### config.mk
export PLATFORM = sky130hd
export DESIGN_NAME = hier_cfg_chain_tx
export DESIGN_NICKNAME = d
export VERILOG_FILES = /design/src/rtl/hier_cfg_pkg.sv /design/src/rtl/hier_cfg_chain_tx_shifter.sv /design/src/rtl/hier_cfg_chain_tx.sv
export SDC_FILE = /design/constraint.sdc
export NUM_CORES = 1
export LEC_CHECK = 0
export BUFFER_PORTS_ARGS = -buffer_cell sky130_fd_sc_hd__buf_2
export CORE_UTILIZATION = 45
export DETAILED_ROUTE_END_ITERATION = 8
export PLACE_DENSITY = 0.71
export SLEW_MARGIN = 0
export SYNTH_ARGS = -nofsm -noshare
export SYNTH_HDL_FRONTEND = slang
export SYNTH_SLANG_ARGS = --single-unit
### constraint.sdc
create_clock -name clk -period 2.2 [get_ports clk]
set_input_delay 0.33 -clock clk [delete_from_list [all_inputs] [get_ports clk]]
set_output_delay 0.33 -clock clk [all_outputs]
set_load 0.02 [all_outputs]
### src/rtl/hier_cfg_pkg.sv
// Shared definitions for the hierarchy configuration chain (transmitter and receiver).
package hier_cfg_pkg;

   typedef enum logic [2:0] {
      IDLE,
      SHIFT,
      WAIT_ACK,
      DONE,
      ERR,
      REJECT
   } state_t;

   localparam logic START_BIT = 1'b1;

   // Frame: start bit + id + data + parity bit.
   function automatic int frame_len(input int id_w, input int data_w);
      return 2 + id_w + data_w;
   endfunction

   // Parity bit that makes the total number of ones (payload + parity) even.
   // Callers zero-extend the payload, which does not change its parity.
   function automatic logic even_parity(input logic [63:0] bits);
      return ^bits;
   endfunction

endpackage

### src/rtl/hier_cfg_chain_tx_shifter.sv
// Parallel-load, MSB-first frame shift register with bit counter and last-bit flag.
module hier_cfg_frame_shifter #(
   parameter int FL = 13
) (
   input  logic          clk,
   input  logic          rst,
   input  logic          load,
   input  logic          shift_en,
   input  logic [FL-1:0] load_data,
   output logic          bit_out,
   output logic          last_bit
);

   localparam int CW = $clog2(FL);
   localparam logic [CW-1:0] LAST = CW'(FL - 1);

   logic [FL-1:0] sr_q;
   logic [CW-1:0] cnt_q;

   // Load a whole frame, then shift one bit per enabled cycle; the counter holds at the last bit.
   always_ff @(posedge clk or posedge rst) begin
      if (rst) begin
         sr_q  <= '0;
         cnt_q <= '0;
      end else if (load) begin
         sr_q  <= load_data;
         cnt_q <= '0;
      end else if (shift_en) begin
         sr_q <= {sr_q[FL-2:0], 1'b0};
         if (cnt_q != LAST) begin
            cnt_q <= cnt_q + CW'(1);
         end
      end
   end

   assign bit_out  = sr_q[FL-1];
   assign last_bit = (cnt_q == LAST);

endmodule

### src/rtl/hier_cfg_chain_tx.sv
// Root-side transmitter: frames (id, data) words onto the daisy chain and waits for the child ack.
//
// state    | meaning
// ---------+-------------------------------------------------------------
// IDLE     | ready for a word from the root
// SHIFT    | frame bits on ser_out, one per cycle
// WAIT_ACK | frame sent, counting cycles until ack_in or timeout
// DONE     | one-cycle done pulse
// ERR      | one-cycle err pulse after a timeout
// REJECT   | one-cycle err pulse for an id outside the node range
module hier_cfg_chain_tx
   import hier_cfg_pkg::*;
#(
   parameter int ID_W      = 3,
   parameter int DATA_W    = 8,
   parameter int NUM_NODES = 5,
   parameter int TIMEOUT   = 16
) (
   input  logic              clk,
   input  logic              rst,
   input  logic              in_valid,
   output logic              in_ready,
   input  logic [ID_W-1:0]   in_id,
   input  logic [DATA_W-1:0] in_data,
   output logic              ser_out,
   output logic              ser_en,
   input  logic              ack_in,
   output logic              busy,
   output logic              done,
   output logic              err
);

   localparam int FL = frame_len(ID_W, DATA_W);
   localparam int TW = $clog2(TIMEOUT) + 1;
   localparam logic [TW-1:0]   TO_LAST  = TW'(TIMEOUT - 1);
   localparam logic [ID_W:0]   NODE_LIM = (ID_W + 1)'(NUM_NODES);

   state_t          state_q;
   state_t          state_d;
   logic [TW-1:0]   to_cnt_q;
   logic            accept;
   logic            id_ok;
   logic            sh_bit;
   logic            sh_last;
   logic [FL-1:0]   frame;

   assign accept = in_valid && (state_q == IDLE);
   assign id_ok  = ({1'b0, in_id} < NODE_LIM);
   assign frame  = {START_BIT, in_id, in_data, even_parity(64'({in_id, in_data}))};

   hier_cfg_frame_shifter #(
      .FL(FL)
   ) u_shifter (
      .clk       (clk),
      .rst       (rst),
      .load      (accept && id_ok),
      .shift_en  (state_q == SHIFT),
      .load_data (frame),
      .bit_out   (sh_bit),
      .last_bit  (sh_last)
   );

   // State register.
   always_ff @(posedge clk or posedge rst) begin
      if (rst) begin
         state_q <= IDLE;
      end else begin
         state_q <= state_d;
      end
   end

   // Ack timeout counter: zero outside WAIT_ACK, saturates at its terminal value.
   always_ff @(posedge clk or posedge rst) begin
      if (rst) begin
         to_cnt_q <= '0;
      end else if (state_q != WAIT_ACK) begin
         to_cnt_q <= '0;
      end else if (to_cnt_q != TO_LAST) begin
         to_cnt_q <= to_cnt_q + TW'(1);
      end
   end

   // Next-state and Moore outputs; an ack on the terminal count still counts as success.
   always_comb begin
      state_d  = state_q;
      in_ready = 1'b0;
      ser_en   = 1'b0;
      ser_out  = 1'b0;
      done     = 1'b0;
      err      = 1'b0;
      unique case (state_q)
         IDLE: begin
            in_ready = 1'b1;
            if (accept) begin
               state_d = id_ok ? SHIFT : REJECT;
            end
         end
         SHIFT: begin
            ser_en  = 1'b1;
            ser_out = sh_bit;
            if (sh_last) begin
               state_d = WAIT_ACK;
            end
         end
         WAIT_ACK: begin
            if (ack_in) begin
               state_d = DONE;
            end else if (to_cnt_q == TO_LAST) begin
               state_d = ERR;
            end
         end
         DONE: begin
            done    = 1'b1;
            state_d = IDLE;
         end
         ERR, REJECT: begin
            err     = 1'b1;
            state_d = IDLE;
         end
         default: state_d = IDLE;
      endcase
      busy = !in_ready;
   end

endmodule

==> run_results.csv, run 1 <==
group,metric,value,unit
worst_setup_path,r2r_setup_slack,570,ps
grt,grt_pass1_wl,3.912,mm
floorplan,die-area,3266,µm²
worst_setup_path,required,1870,ps
synthesis,synth_nets,154,
finish,antenna_cells,0,
status,status,"complete, but fails checks",
worst_setup_path,worstPathMaxFanout,11,
pwr,finalPower,1760,µW
place,gp_congestion,0.8277,
detailed_routing,totalWireLength,2.329,mm
detailed_routing,wl_per_cell,12.39,µm
synthesis,ys_warn_count,0,
grt,grt_overflow,0,
pwr,p_sw,679.3,µW
worst_setup_path,ff2ff_path_depth,6,
floorplan,rows,19,
floorplan,die_w,57.15,µm
synthesis,synth_commonest_cells,"25 x dfrtp_1, 13 x mux2i_1, 13 x nand2_1, 13 x o21ai_0, 10 x nor2_1",
pwr,p_int,1080,µW
clock_tree,clkLatencyLatePin,310,ps
clock_tree,clock-root-buffer,"clkbuf_4",
pwr,vdd_drop_max,0.5137,mV
clock_tree,cts_resized,0,
worst_setup_path,crit_path_start,"state_q[1]$_DFFE_PP0P_",
timing,setup_tns,0,ps
pwr,seq_power_share,44.5,%
place,place_hpwl,1.763,mm
timing,setup_viol,0,
synthesis,seq_area_frac_synth,45.70,%
place,portBuffers,20,
timing,rsz0062_at_grt,"false",
worst_setup_path,cp-start-kind,"register",
worst_setup_path,crit_type,"reg -> out",
clock_tree,cts_buffer_depth,2,
grt,antenna_found_initial,0,
pwr,p_sw_share,38.61,%
worst_setup_path,r2r-start,"to_cnt_q[0]$_DFFE_PP0P_",
grt,grt_max_degree,26,
finish,nets,177,
detailed_routing,drtPass1Iterations,8,
worst_setup_path,worstSetupEndpointType,"output port",
timing,finalClockSkew,8.499,ps
floorplan,coreArea,2829,µm²
detailed_routing,antenna_left,0,
clock_tree,cts_buffers,3,
worst_setup_path,crit_arrival,1500,ps
detailed_routing,vias_per_cell,5.186,
status,violations,"DRC",
grt,grt_pass1_vias,952,
finish,fill_cells,253,
finish,drive_gt1_share,19.75,%
synthesis,synth_edf_count,0,
clock_tree,cts_max_level,1,
worst_setup_path,r2r-end,"to_cnt_q[3]$_DFFE_PP0P_",
synthesis,synth.most_common_cell,"dfrtp_1",
detailed_routing,drc,5,
synthesis,synth_top_area_share,45.70,%
synthesis,synthCells,135,
clock_tree,path_clk_slew,130,ps
synthesis,netlist_area,1369,µm²
min_path,hold_path.class,"in -> async",
clock_tree,cts_setup_buffers,0,
pwr,power_density,1154,nW/µm²
synthesis,synth_area_per_cell,10.14,µm²
timing,slew_headroom,76.74,%
detailed_routing,via_count,975,
finish,area_growth,11.43,%
floorplan,die_y,57.15,µm
synthesis,yosysUniqueCellTypes,31,
clock_tree,cts_tree,"yes",
timing,worst_pin_slew,348.9,ps
timing,max_freq,545.0,MHz
synthesis,async_flop_share,100.0,%
detailed_routing,drt_iter0_drc,34,
clock_tree,postCtsHoldBufs,0,
floorplan,initial_utilization,48.39,%
synthesis,synth_seq_cells,25,
timing,timing.final.crit_period,1835,ps
synthesis,synthFlopType,"dfrtp_1",
floorplan,top_level_ports,21,
pwr,clockPowerShare,11.2,%
synthesis,yosys-top-cells-area,"dfrtp_1 46%, mux2i_1 9.5%, xnor2_1 5.1%, o21ai_0 4.8%, ha_1 3.7%",
timing,hold_violations,0,
grt,grt_usage,15.30,%
synthesis,yosysTopAreaCell,"dfrtp_1",
timing,maxSlewViolCount,0,
pwr,p_leak,0.0007186,µW
timing,fin_crit_sh,83.40,%
job,cap_violations,0,
pwr,p_comb_share,44.2,%
clock_tree,cts_sinks,25,
[layout make-up]
class	count	area [µm²]	area share [%]
flip-flops and latches	25	625.6	41.02
inverters	5	18.77	1.231
repair buffers	25	137.6	9.024
multi-input cells	98	678.2	44.46
clock buffers	4	26.28	1.723
well taps	31	38.79	2.543
[worst max path at each step]
stage,end,cells after the start
finish,ser_out,3
global route,ser_out,3
CTS,ser_out,3
detailed placement,to_cnt_q[3]$_DFFE_PP0P_,6
global placement,state_q[1]$_DFFE_PP0P_,6
floorplan,ser_out,5
[kinds of logic after synthesis]
family | share of synthesized area (%)
AO/OA/AOI/OAI | 8.867
XOR/XNOR | 9.963
adder cells (fa/ha/maj) | 3.656
buffers and inverters | 4.753
flip-flops | 45.70
multiplexers | 9.506
AND/OR/NAND/NOR | 17.55
[metrics by stage]
stage | setup slack (ps) | hold slack [ps] | cell area [µm²] | std cells | utilization, %
floorplan | 569.1 | 357.3 | 1369 | 135 | -
global placement | 615.0 | 392.9 | 1499 | 184 | 52.99
detailed placement | 573.9 | 398.7 | 1499 | 184 | 52.99
CTS | 341.0 | 43.91 | 1525 | 188 | 53.91
global route | 264.0 | 71.07 | 1525 | 188 | 53.91
finish | 365.2 | 43.92 | 1525 | 188 | 53.91
[registers in the layout, indices dropped and copies added (netlist names)]
name             cells
u_shifter.sr_q      13
to_cnt_q             5
state_q              3
u_shifter.cnt_q      4
[critical path: stages (launching register included)]
cell and delay, ps:
dfrtp_1 520, nor3b_4 350, and2_1 170, buf_2 150
[layout by cell type (no fill, tap or decap), types with 2 or more instances in the layout]
master / instances
xnor2_1: 8
a21oi_1: 5
nand2_1: 13
clkbuf_4: 3
inv_1: 5
buf_2: 20
nor2b_1: 4
mux2i_1: 13
buf_4: 5
dfrtp_1: 25
nor2_1: 10
xor2_1: 5
nand3_1: 4
o21ai_0: 13
ha_1: 4
and3_1: 2
nand2b_1: 3
[power groups by stage]
stage | Sequential [µW] | Clock, µW | Combinational (µW)
final | 784 | 198 | 778
after global routing | 807 | 224 | 869
after CTS | 784 | 209 | 791
after detailed placement | 794 | 0 | 788
after global placement | 783 | 0 | 768
after floorplan | 736 | 0 | 672
[per-layer routing]
layer  share of wire (%)  up-vias  GRT usage [%]  routed length [µm]
li1                    -      497              -                   -
met1                  48      458          19.88                1129
met2                  47       18          26.05                1100
met3                 3.6        2          2.268                  84
met4                0.69        0          5.575                  16
met5                   0        -              0                   0
No activity file was read; power rests on OpenSTA's default activity.
==> run 2: changes to the inputs <==
==> constraint.sdc (replaced) <==
create_clock -name clk -period 1.9 [get_ports clk]
set_input_delay 0.285 -clock clk [delete_from_list [all_inputs] [get_ports clk]]
set_output_delay 0.285 -clock clk [all_outputs]
set_load 0.02 [all_outputs]
==> run_results.csv, run 2 (synthesis results as in run 1) <==
group,metric,value,unit
status,status,"complete, but fails checks",
status,violations,"DRC",
floorplan,die-area,3266,µm²
min_path,whs_endpoint,"u_shifter.sr_q[1]$_DFFE_PP0P_",
pwr,p_sw_share,39.41,%
timing,max_freq,563.0,MHz
clock_tree,cts_resized,0,
timing,setup_tns,0,ps
place,place_hpwl,1.766,mm
pwr,vdd_drop_max,0.6175,mV
floorplan,initial_utilization,48.39,%
clock_tree,cts_buffers,3,
timing,rsz0062_at_grt,"false",
pwr,seq_power_share,44.0,%
finish,layout_commonest_cell,"dfrtp_1",
timing,finalClockSkew,1.791,ps
detailed_routing,antenna_left,0,
timing,hold_violations,0,
worst_setup_path,required,1620,ps
detailed_routing,totalWireLength,2.434,mm
min_path,hold_path.class,"in -> reg",
grt,grt_pass1_wl,4.202,mm
worst_setup_path,cp-start-kind,"register",
finish,nets,177,
timing,worst_pin_slew,352.6,ps
finish,drive_gt1_share,19.11,%
min_path,hold_depth,3,
job,cap_violations,0,
timing,timing.final.crit_period,1776,ps
clock_tree,clock-root-buffer,"clkbuf_4",
pwr,p_int,1246,µW
worst_setup_path,ff2ff_path_depth,6,
clock_tree,cts_sinks,25,
finish,layout_common_cells,"25 x dfrtp_1, 20 x buf_2, 13 x o21ai_0, 13 x mux2i_1, 13 x nand2_1",
finish,area_growth,11.61,%
pwr,clockPowerShare,11.6,%
timing,fin_crit_sh,93.49,%
grt,grt_usage,16.44,%
floorplan,die_w,57.15,µm
finish,largest_reg_flops,13,
worst_setup_path,worstPathMaxFanout,11,
pwr,power_density,1347,nW/µm²
grt,grt_max_degree,29,
clock_tree,postCtsHoldBufs,1,
detailed_routing,drt_iter0_drc,30,
floorplan,die_y,57.15,µm
worst_setup_path,r2r_setup_slack,270,ps
detailed_routing,vias_per_cell,5.394,
place,gp_congestion,0.7741,
timing,slew_headroom,76.49,%
floorplan,top_level_ports,21,
floorplan,coreArea,2829,µm²
worst_setup_path,worstSetupEndpointType,"output port",
min_path,hold_path_startpoint,"in_data[0]",
worst_setup_path,r2r-end,"to_cnt_q[3]$_DFFE_PP0P_",
clock_tree,cts_setup_buffers,0,
detailed_routing,drtPass1Iterations,6,
floorplan,rows,19,
grt,grt_overflow,0,
clock_tree,cts_max_level,1,
clock_tree,cts_tree,"yes",
clock_tree,clkLatencyLatePin,310,ps
finish,post-route-util,54.00,%
finish,largestRegisters,"u_shifter.sr_q: 13 flops, to_cnt_q: 5 flops, u_shifter.cnt_q: 4 flops",
finish,antenna_cells,0,
place,portBuffers,20,
detailed_routing,via_count,1014,
detailed_routing,drc,5,
worst_setup_path,crit_type,"reg -> out",
pwr,p_comb_share,44.5,%
worst_setup_path,r2r-start,"to_cnt_q[0]$_DFFE_PP0P_",
clock_tree,cts_buffer_depth,2,
worst_setup_path,crit_arrival,1490,ps
timing,fin_hold_ws,200.5,ps
timing,setup_viol,0,
pwr,p_leak,0.0007175,µW
grt,antenna_found_initial,0,
pwr,finalPower,2057,µW
detailed_routing,wl_per_cell,12.95,µm
grt,grt_pass1_vias,1021,
timing,maxSlewViolCount,0,
clock_tree,path_clk_slew,130,ps
finish,regMostFlops,"u_shifter.sr_q",
pwr,p_sw,810.8,µW
==> run 2: changes by cell type in the layout (fill, tap and decap cells not counted), sizes merged <==
cell         before  now
buf              25   24
dlygate4sd3       0    1
==> run 2: routing by layer <==
layer / wire, µm / vias to the layer above / GRT usage [%] / share of wire, %
met5: 0 / - / 0 / 0
met4: 31 / 0 / 8.014 / 1.3
met3: 91 / 4 / 2.721 / 3.7
met2: 1182 / 22 / 28.74 / 49
met1: 1129 / 490 / 19.65 / 46
li1: - / 498 / - / -
==> run 2: worst max-delay path by stage <==
stage                            start                       to  slack, ps
2_1_floorplan  to_cnt_q[0]$_DFFE_PP0P_  to_cnt_q[3]$_DFFE_PP0P_        310
3_3_place_gp   to_cnt_q[0]$_DFFE_PP0P_  to_cnt_q[3]$_DFFE_PP0P_        340
3_5_place_dp   to_cnt_q[0]$_DFFE_PP0P_  to_cnt_q[3]$_DFFE_PP0P_        280
4_1_cts         state_q[1]$_DFFE_PP0P_                  ser_out        120
5_1_grt         state_q[1]$_DFFE_PP0P_                  ser_out         50
6_report        state_q[1]$_DFFE_PP0P_                  ser_out        120
==> run 2: per-stage QoR <==
step	cells	area (µm²)	worst slack, ps
after global routing	188	1528	52.38
after global placement	183	1491	339.3
after detailed placement	183	1491	282.7
after floorplan	135	1369	314.1
after CTS	188	1528	124.5
final	188	1528	123.6
==> run 2: power by group through the flow <==
stage | combinational (µW) | sequential, µW | clock [µW]
floorplan | 778 | 852 | 0
global placement | 877 | 904 | 0
detailed placement | 916 | 915 | 0
CTS | 924 | 902 | 251
global route | 1030 | 934 | 267
finish | 915 | 905 | 238
==> run 2: worst max-delay path: stages (launching register included) <==
cell and delay (ps):
dfrtp_1 530, nor3b_4 330, and2_1 160, buf_2 150
==> run 2: cell type report <==
| type | count | area, µm² |
|---|---|---|
| Clock buffer | 4 | 26.28 |
| Multi-Input combinational cell | 98 | 678.2 |
| Fill cell | 256 | 1301 |
| Tap cell | 31 | 38.79 |
| Timing Repair Buffer | 25 | 140.1 |
| Inverter | 5 | 18.77 |
| Sequential cell | 25 | 625.6 |
